<file path="src/rtl/xcorr_seq_ctrl.sv">
// Frame sequencer for the two-microphone cross-correlator: captures one frame of
// sample pairs into RAM, streams it back to the xcorr engine and waits for its results.
module xcorr_seq_ctrl #(
  parameter int DEPTH = 512,
  parameter int AW    = 9,
  parameter int NRES  = 1023,
  parameter int TMO   = 4096
) (
  input  logic          clk,
  input  logic          rst,
  input  logic          xc_en,
  input  logic          smp_valid,
  output logic          ram_wea,
  output logic [AW-1:0] ram_addra,
  output logic          ram_ceb,
  output logic [AW-1:0] ram_addrb,
  output logic          xc_start,
  input  logic          xc_complete,
  output logic          busy,
  output logic          done,
  output logic          ovr,
  output logic          tmo_err
);

  localparam int RW = $clog2(NRES + 1);
  localparam int TW = $clog2(TMO + 1);

  localparam logic [2:0] IDLE     = 3'd0;
  localparam logic [2:0] CAPTURE  = 3'd1;
  localparam logic [2:0] READ     = 3'd2;
  localparam logic [2:0] WAIT_RES = 3'd3;
  localparam logic [2:0] DONE     = 3'd4;

  localparam logic [AW-1:0] LAST_ADDR = AW'(DEPTH - 1);
  localparam logic [RW-1:0] RES_FULL  = RW'(NRES);
  localparam logic [RW-1:0] RES_LAST  = RW'(NRES - 1);
  localparam logic [TW-1:0] TMO_LAST  = TW'(TMO - 1);

  logic [2:0]    state;
  logic [2:0]    state_nxt;
  logic [AW-1:0] wr_cnt;
  logic [AW-1:0] rd_cnt;
  logic [RW-1:0] res_cnt;
  logic [TW-1:0] tmo_cnt;

  logic in_idle;
  logic in_cap;
  logic in_read;
  logic in_wait;
  logic in_done;
  logic frame_start;
  logic wr_last;
  logic rd_last;
  logic res_hit;
  logic tmo_hit;
  logic res_inc;

  assign in_idle = (state == IDLE);
  assign in_cap  = (state == CAPTURE);
  assign in_read = (state == READ);
  assign in_wait = (state == WAIT_RES);
  assign in_done = (state == DONE);

  assign frame_start = in_idle & xc_en;
  assign wr_last     = (wr_cnt == LAST_ADDR);
  assign rd_last     = (rd_cnt == LAST_ADDR);

  // The completing strobe counts in its own cycle, so the frame can end one cycle after it.
  assign res_hit = (res_cnt == RES_FULL) | (xc_complete & (res_cnt == RES_LAST));
  assign tmo_hit = (tmo_cnt == TMO_LAST);
  assign res_inc = xc_complete & (in_read | in_wait) & (res_cnt != RES_FULL);

  always_comb begin
    state_nxt = state;
    case (state)
      IDLE: begin
        if (xc_en) state_nxt = CAPTURE;
      end
      CAPTURE: begin
        // An enable drop wins over a simultaneous final write: the frame is discarded.
        if (!xc_en)                    state_nxt = IDLE;
        else if (smp_valid && wr_last) state_nxt = READ;
      end
      READ: begin
        if (rd_last) state_nxt = WAIT_RES;
      end
      WAIT_RES: begin
        if (res_hit || tmo_hit) state_nxt = DONE;
      end
      DONE: begin
        state_nxt = IDLE;
      end
      default: begin
        state_nxt = IDLE;
      end
    endcase
  end

  always_ff @(posedge clk or posedge rst) begin
    if (rst) state <= IDLE;
    else     state <= state_nxt;
  end

  always_ff @(posedge clk or posedge rst) begin
    if (rst) begin
      wr_cnt <= '0;
    end else if (in_idle) begin
      wr_cnt <= '0;
    end else if (in_cap && smp_valid && !wr_last) begin
      wr_cnt <= wr_cnt + AW'(1);
    end
  end

  always_ff @(posedge clk or posedge rst) begin
    if (rst) begin
      rd_cnt <= '0;
    end else if (in_idle) begin
      rd_cnt <= '0;
    end else if (in_read && !rd_last) begin
      rd_cnt <= rd_cnt + AW'(1);
    end
  end

  always_ff @(posedge clk or posedge rst) begin
    if (rst) begin
      res_cnt <= '0;
    end else if (in_idle) begin
      res_cnt <= '0;
    end else if (res_inc) begin
      res_cnt <= res_cnt + RW'(1);
    end
  end

  // Counts cycles spent in WAIT_RES; restarts from zero on every entry.
  always_ff @(posedge clk or posedge rst) begin
    if (rst) begin
      tmo_cnt <= '0;
    end else if (!in_wait) begin
      tmo_cnt <= '0;
    end else if (!tmo_hit) begin
      tmo_cnt <= tmo_cnt + TW'(1);
    end
  end

  always_ff @(posedge clk or posedge rst) begin
    if (rst) begin
      ovr <= 1'b0;
    end else if (frame_start) begin
      ovr <= 1'b0;
    end else if (smp_valid && (in_read || in_wait || in_done)) begin
      ovr <= 1'b1;
    end
  end

  always_ff @(posedge clk or posedge rst) begin
    if (rst) begin
      tmo_err <= 1'b0;
    end else if (frame_start) begin
      tmo_err <= 1'b0;
    end else if (in_wait && tmo_hit && !res_hit) begin
      tmo_err <= 1'b1;
    end
  end

  assign ram_wea   = in_cap & smp_valid;
  assign ram_addra = in_cap ? wr_cnt : '0;
  assign ram_ceb   = in_read;
  assign ram_addrb = in_read ? rd_cnt : '0;
  assign xc_start  = in_read & (rd_cnt == '0);
  assign busy      = ~in_idle;
  assign done      = in_done;

endmodule

</file>
<file path="config.mk">
export PLATFORM = sky130hd
export DESIGN_NAME = xcorr_seq_ctrl
export DESIGN_NICKNAME = d
export VERILOG_FILES = /design/src/rtl/xcorr_seq_ctrl.sv
export SDC_FILE = /design/constraint.sdc
export NUM_CORES = 1
export LEC_CHECK = 0
export BUFFER_PORTS_ARGS = -buffer_cell sky130_fd_sc_hd__buf_4
export CELL_PAD_IN_SITES_DETAIL_PLACEMENT = 0
export CELL_PAD_IN_SITES_GLOBAL_PLACEMENT = 1
export CORE_ASPECT_RATIO = 0.5
export CORE_MARGIN = 1.5
export CORE_UTILIZATION = 40
export CTS_CLUSTER_SIZE = 28
export DETAILED_ROUTE_END_ITERATION = 10
export GPL_TIMING_DRIVEN = 0
export PLACE_DENSITY = 0.72
export REMOVE_ABC_BUFFERS = 1
export SYNTH_ARGS = -nofsm -noshare
export SYNTH_HDL_FRONTEND = slang
export SYNTH_SLANG_ARGS = --single-unit
</file>
<file path="constraint.sdc">
create_clock -name clk -period 1.85 [get_ports clk]
set_input_delay 0 -clock clk [delete_from_list [all_inputs] [get_ports clk]]
set_output_delay 0 -clock clk [all_outputs]
set_load 0.05 [all_outputs]
</file>
Word level (Yosys, flattened, before mapping)
Cells that the tools add are included.
W data, S select, Z words.

storage, ports and cells
  output and inout bits = 25
  flip-flop bits (word level) = 46
  input port bits = 5
  word-level logic and storage cells = 76

operators by class
  reductions and logical operators = 21
  eq/ne operators = 15
  add/sub/neg operators = 4
  bitwise logic cells = 9
  multiplexer cells = 20

operators with widths
  cell                     number
  $mux W9                  6
  $mux W13                 2
  $eq A10 B10 Y1 const B   2
  $mux W10                 2
  $add A9 B1 Y9 const B    2
  $eq A9 B9 Y1 const B     2
  $mux W3                  5
  $add A13 B1 Y13 const B  1
  $eq A13 B12 Y1 const B   1
  $pmux W3 S4              1
  $add A10 B1 Y10 const B  1
  $ne A10 B10 Y1 const B   1
  $reduce_bool A2 Y1       5
  $logic_not A9 Y1         1
  $logic_and A1 B1 Y1      7
  $and A1 B1 Y1            6
  $eq A3 B2 Y1 const B     2
  $mux W1                  4
  $ne A2 B1 Y1 const B     2
  $ne A2 B2 Y1 const B     2
  $reduce_and A4 Y1        1
  $eq A3 B1 Y1 const B     1
  $eq A3 B3 Y1 const B     1
  $logic_not A1 Y1         3
  other kinds (5)          8

Depth between registers and ports, before layout
  word-level depth = 7
  gate-level depth with buffers = 9
  depth with buffers taken out = 9

Least setup slack after synthesis
No wires, ideal clock.

  path type = register to output
  start point = register state[2]
  end point = output port xc_start
  path slack = -0.394 ns
  arrival = 2.244 ns
  required time = 1.850 ns
  path buffers = 1
  cell stages (with the launch flop) = 5
  cell sequence = dfrtp_1 > or2_2 > clkbuf_1 > nor2_1 > and3_1

between the ends
  word-level cells in the longest chain between the ends = 2

ends and longest elaborated chain
  element                 RTL line  source
  start, declared         39        logic [2:0] state;
  start signal, assigned  101       else state <= state_nxt;
  $eq A3 B2 Y1            60        assign in_read = (state == READ);
  via ram_ceb             15        output logic ram_ceb,
  $and A1 B1 Y1           169       assign xc_start = in_read & (rd_cnt == '0);
  end, declared           17        output logic xc_start,

The timed path passes the listed nets, and every way through them passes these cells.

Worst setup path after layout
  start point = register rd_cnt[1]
  end point = register rd_cnt[4]

between the ends
  word-level cells in the longest chain between the ends = 4
  elaborated cells between the ends (all ways) = 7
  those cells by class = add/sub (1); eq/ne (1); mux (2); reduce/logical (3)

ends and longest elaborated chain
  element                                                                RTL line  source
  start, declared                                                        42        logic [AW-1:0] rd_cnt;
  start signal, assigned                                                 120       rd_cnt <= rd_cnt + AW'(1);
  parallel branches: the longest is 4 deep, another holds $add A9 B1 Y9  -

Parallel ways; which one is timed is not known. The select of a mux whose other input is x is not followed.
A chain may end at the register's enable or synchronous reset.

==> metrics.yaml <==
status: "finished, final reports clean"
power_density_nw_per_um2: 1130
finalInstanceArea_um2: 3360
first_iter_violations: 144
clock-sinks: 46
synth_cell_type_count: 45
antenna_found_initial: 0
row_count: 20
cp.required_ps: 2070
arrival_ps: 2060
ys.warnings.count: 0
cts_buffers: 5
hold_start: "smp_valid"
power_mw: 3.80
path_cells: "ha_2 > and4_1 > ha_2 > nor4b_4 > buf_4 > nand4_1 > xor2_1 > nor2_1"
setup-violations-final: 0
grt_use_total_pct: 18.5
rr_startpoint: "rd_cnt[1]$_DFFE_PP0P_"
firstDrtPassIters: 5
vias: 2194
grt_pass1_wl_um: 10100
reg2reg_slack_ps: 1
clk_pin_slew_worst_paths_ps: 60
slowest_stage: "dfrtp_1"
crit_family: "simple AND/OR/NAND/NOR gates"
rsz0062_at_grt: "true"
power.leakage_nw: 1.44
post_drt_via_cell_ratio: 5.33
critPathMaxStageDelay_ps: 390
die_y_um: 60.2
initial_core_util_pct: 42.3
synthAdderAreaFrac_pct: 3.83
synth_compound_area_share_pct: 11.0
worstMarginPinSlew_ps: 456
crit_top_cell: "ha_2"
die_x_um: 117
cp_num_cells: 8
crit_path_max_fanout: 7
hold_viol: 0
core_area_um2: 6180
yosys.area_share.simple_pct: 30.7
grt_pass1_vias: 2032
end_kind: "flop"
synthCells: 279
hold_path_depth: 3
crit_buf_inv: 1
drc: 0
postLayoutCoreUtil_pct: 54.3
grt_max_degree: 38
ys_ff_latch: 46
clock_latency_ps: 290
hold_path_class: "input port to flop"
wl_per_cell_um: 15.2
htreeDepth: 2
finalCriticalPeriod_ps: 1850
critPathLaunchType: "flop"
slew_headroom_pct: 69.5
io_pins: 30
grt-ovfl-total: 0
io_buffers: 29
cts_root_buffer: "clkbuf_16"
drive_gt1_share_pct: 26.2
placed_cell_area_um2: 2910
gp_congestion: 0.778
r2r-end: "rd_cnt[4]$_DFFE_PP0P_"
max-clock-path-buffers: 2
reg2reg_depth: 8
syn_area_um2: 2610
nets: 337
cap_violations: 0
post-route-period-util_pct: 99.9
wl_um: 6250
path_class: "flop to flop"
max_freq_mhz: 541
ir_drop_v: 0.000484
syn_avg_cell_area_um2: 9.37
synthXorXnorAreaFrac_pct: 6.03
area_growth_pct: 28.5
finClkSkew_ps: 8.42
synthMuxAreaShare_pct: 1.15
detail-route-antenna-nets: 0
yosysSeqAreaShare_pct: 44.0
dieArea_um2: 7060
cts_tree: "done"
synth_top_family_by_area: "simple AND/OR/NAND/NOR gates"
antenna_cells: 0
post-dp-hpwl_um: 3950
drv_slew: 0
hold_end: "ovr$_DFFE_PP0P_"
==> flip-flops by register name, indices dropped and copies added, names as in the netlist <==
register and flops:
rd_cnt 9, tmo_err 1, state 3, res_cnt 10, wr_cnt 9, ovr 1
tmo_cnt 13
==> cells in the mapped netlist, drive strengths merged <==
cell,instances,area (µm²)
or3b,1,11.3
nor3b,2,15.0
and3b,2,17.5
a41oi,2,17.5
a31oi,2,12.5
o41a,1,11.3
buf,5,40.0
ha,8,100
nor2,34,135
a21oi,9,45.0
o31ai,3,22.5
dfrtp,46,1150
nand3b,3,22.5
o21a,1,7.51
and4,4,35.0
nor3,10,50.1
nor4,7,58.8
and3,6,37.5
o41ai,3,26.3
nor4b,2,17.5
nand4,11,68.8
o2111ai,2,17.5
nand2b,3,18.8
inv,7,26.3
or2,4,25.0
and2,20,125
o31a,1,8.76
nand3,15,75.1
o311a,1,10.0
mux2i,3,30.0
clkbuf,5,18.8
xnor2,5,43.8
a211oi,4,30.0
o211ai,4,30.0
o311ai,2,17.5
or3,1,6.26
xor2,13,114
nand2,19,71.3
o21ai,6,30.0
nor2b,2,12.5
==> worst reg2reg max path: stages (launching register included) <==
cell     delay [ps]
dfrtp_1         390
ha_2            210
and4_1          200
ha_2            180
nor4b_4         230
buf_4           210
nand4_1         110
xor2_1          160
nor2_1          100
==> layout by cell type (no fill, tap or decap), types with 4 or more instances in the layout <==
cell type and count:
buf_4 43, dfrtp_1 43, nor2_1 30, nand2_1 19
and2_1 19, nand3_1 13, xor2_1 13, nand4_1 11
nor3_1 9, a21oi_1 9, and3_1 6, o21ai_0 6
inv_1 5, xnor2_1 5, ha_2 5, clkbuf_16 5
nor4_1 4, a211oi_1 4, o211ai_1 4
==> worst max path at each step <==
stage / from / endpoint / slack, ps
final: rd_cnt[1]$_DFFE_PP0P_ / rd_cnt[4]$_DFFE_PP0P_ / 1
after global routing: rd_cnt[1]$_DFFE_PP0P_ / rd_cnt[7]$_DFFE_PP0P_ / -110
after CTS: rd_cnt[2]$_DFFE_PP0P_ / rd_cnt[7]$_DFFE_PP0P_ / -60
after detailed placement: rd_cnt[0]$_DFFE_PP0P_ / rd_cnt[7]$_DFFE_PP0P_ / -690
after global placement: rd_cnt[0]$_DFFE_PP0P_ / rd_cnt[4]$_DFFE_PP0P_ / -1260
after floorplan: rd_cnt[0]$_DFFE_PP0P_ / rd_cnt[7]$_DFFE_PP0P_ / -790
==> cell families after synthesis <==
family	after synthesis
DFF	46
buffers and inverters	17
xor gates and xnor gates	18
muxes	3
and+or+nand+nor	146
adders and majority gates	8
AOI/OAI and AO/OA	41
==> through the flow <==
stage,instances,hold WS [ps],setup TNS (ps),setup slack (ps)
5_1_grt,412,76.5,-887,-110
3_5_place_dp,387,-51.8,-15750,-687
3_3_place_gp,386,225,-21240,-1260
4_1_cts,408,39.6,-117,-63.9
2_1_floorplan,269,85.7,-10830,-786
6_report,412,53.1,0,1.07
==> final cells by class <==
class	count	area (µm²)
clock buffers	6	139
multi-input cells	217	1520
fillers	584	2820
well taps	88	110
repair buffers	47	383
flip-flops and latches	46	1150
inverters	7	26.3
clock inverters	1	30.0
==> report_power, final <==
part,switching (mW),internal (mW)
sequential,0.177,1.10
combinational,0.928,0.533
clock,0.392,0.668
==> what timing repair did <==
item / in CTS / in global routing
pin swaps: 14 / 14
hold endpoints to repair: 48 / 0
setup buffers: 11 / 4
setup endpoints to repair: 52 / 42
cloned: 1 / 0
hold buffers: 2 / 0
resized for setup: 20 / 10
==> routing by layer <==
| metal | track usage [%] | wire length, µm |
|---|---|---|
| met2 | 27.9 | 2690 |
| met4 | 4.23 | 40 |
| met1 | 26.8 | 3250 |
| met5 | 0 | 0 |
| met3 | 4.68 | 271 |
Power figures use the tool's default switching activity.
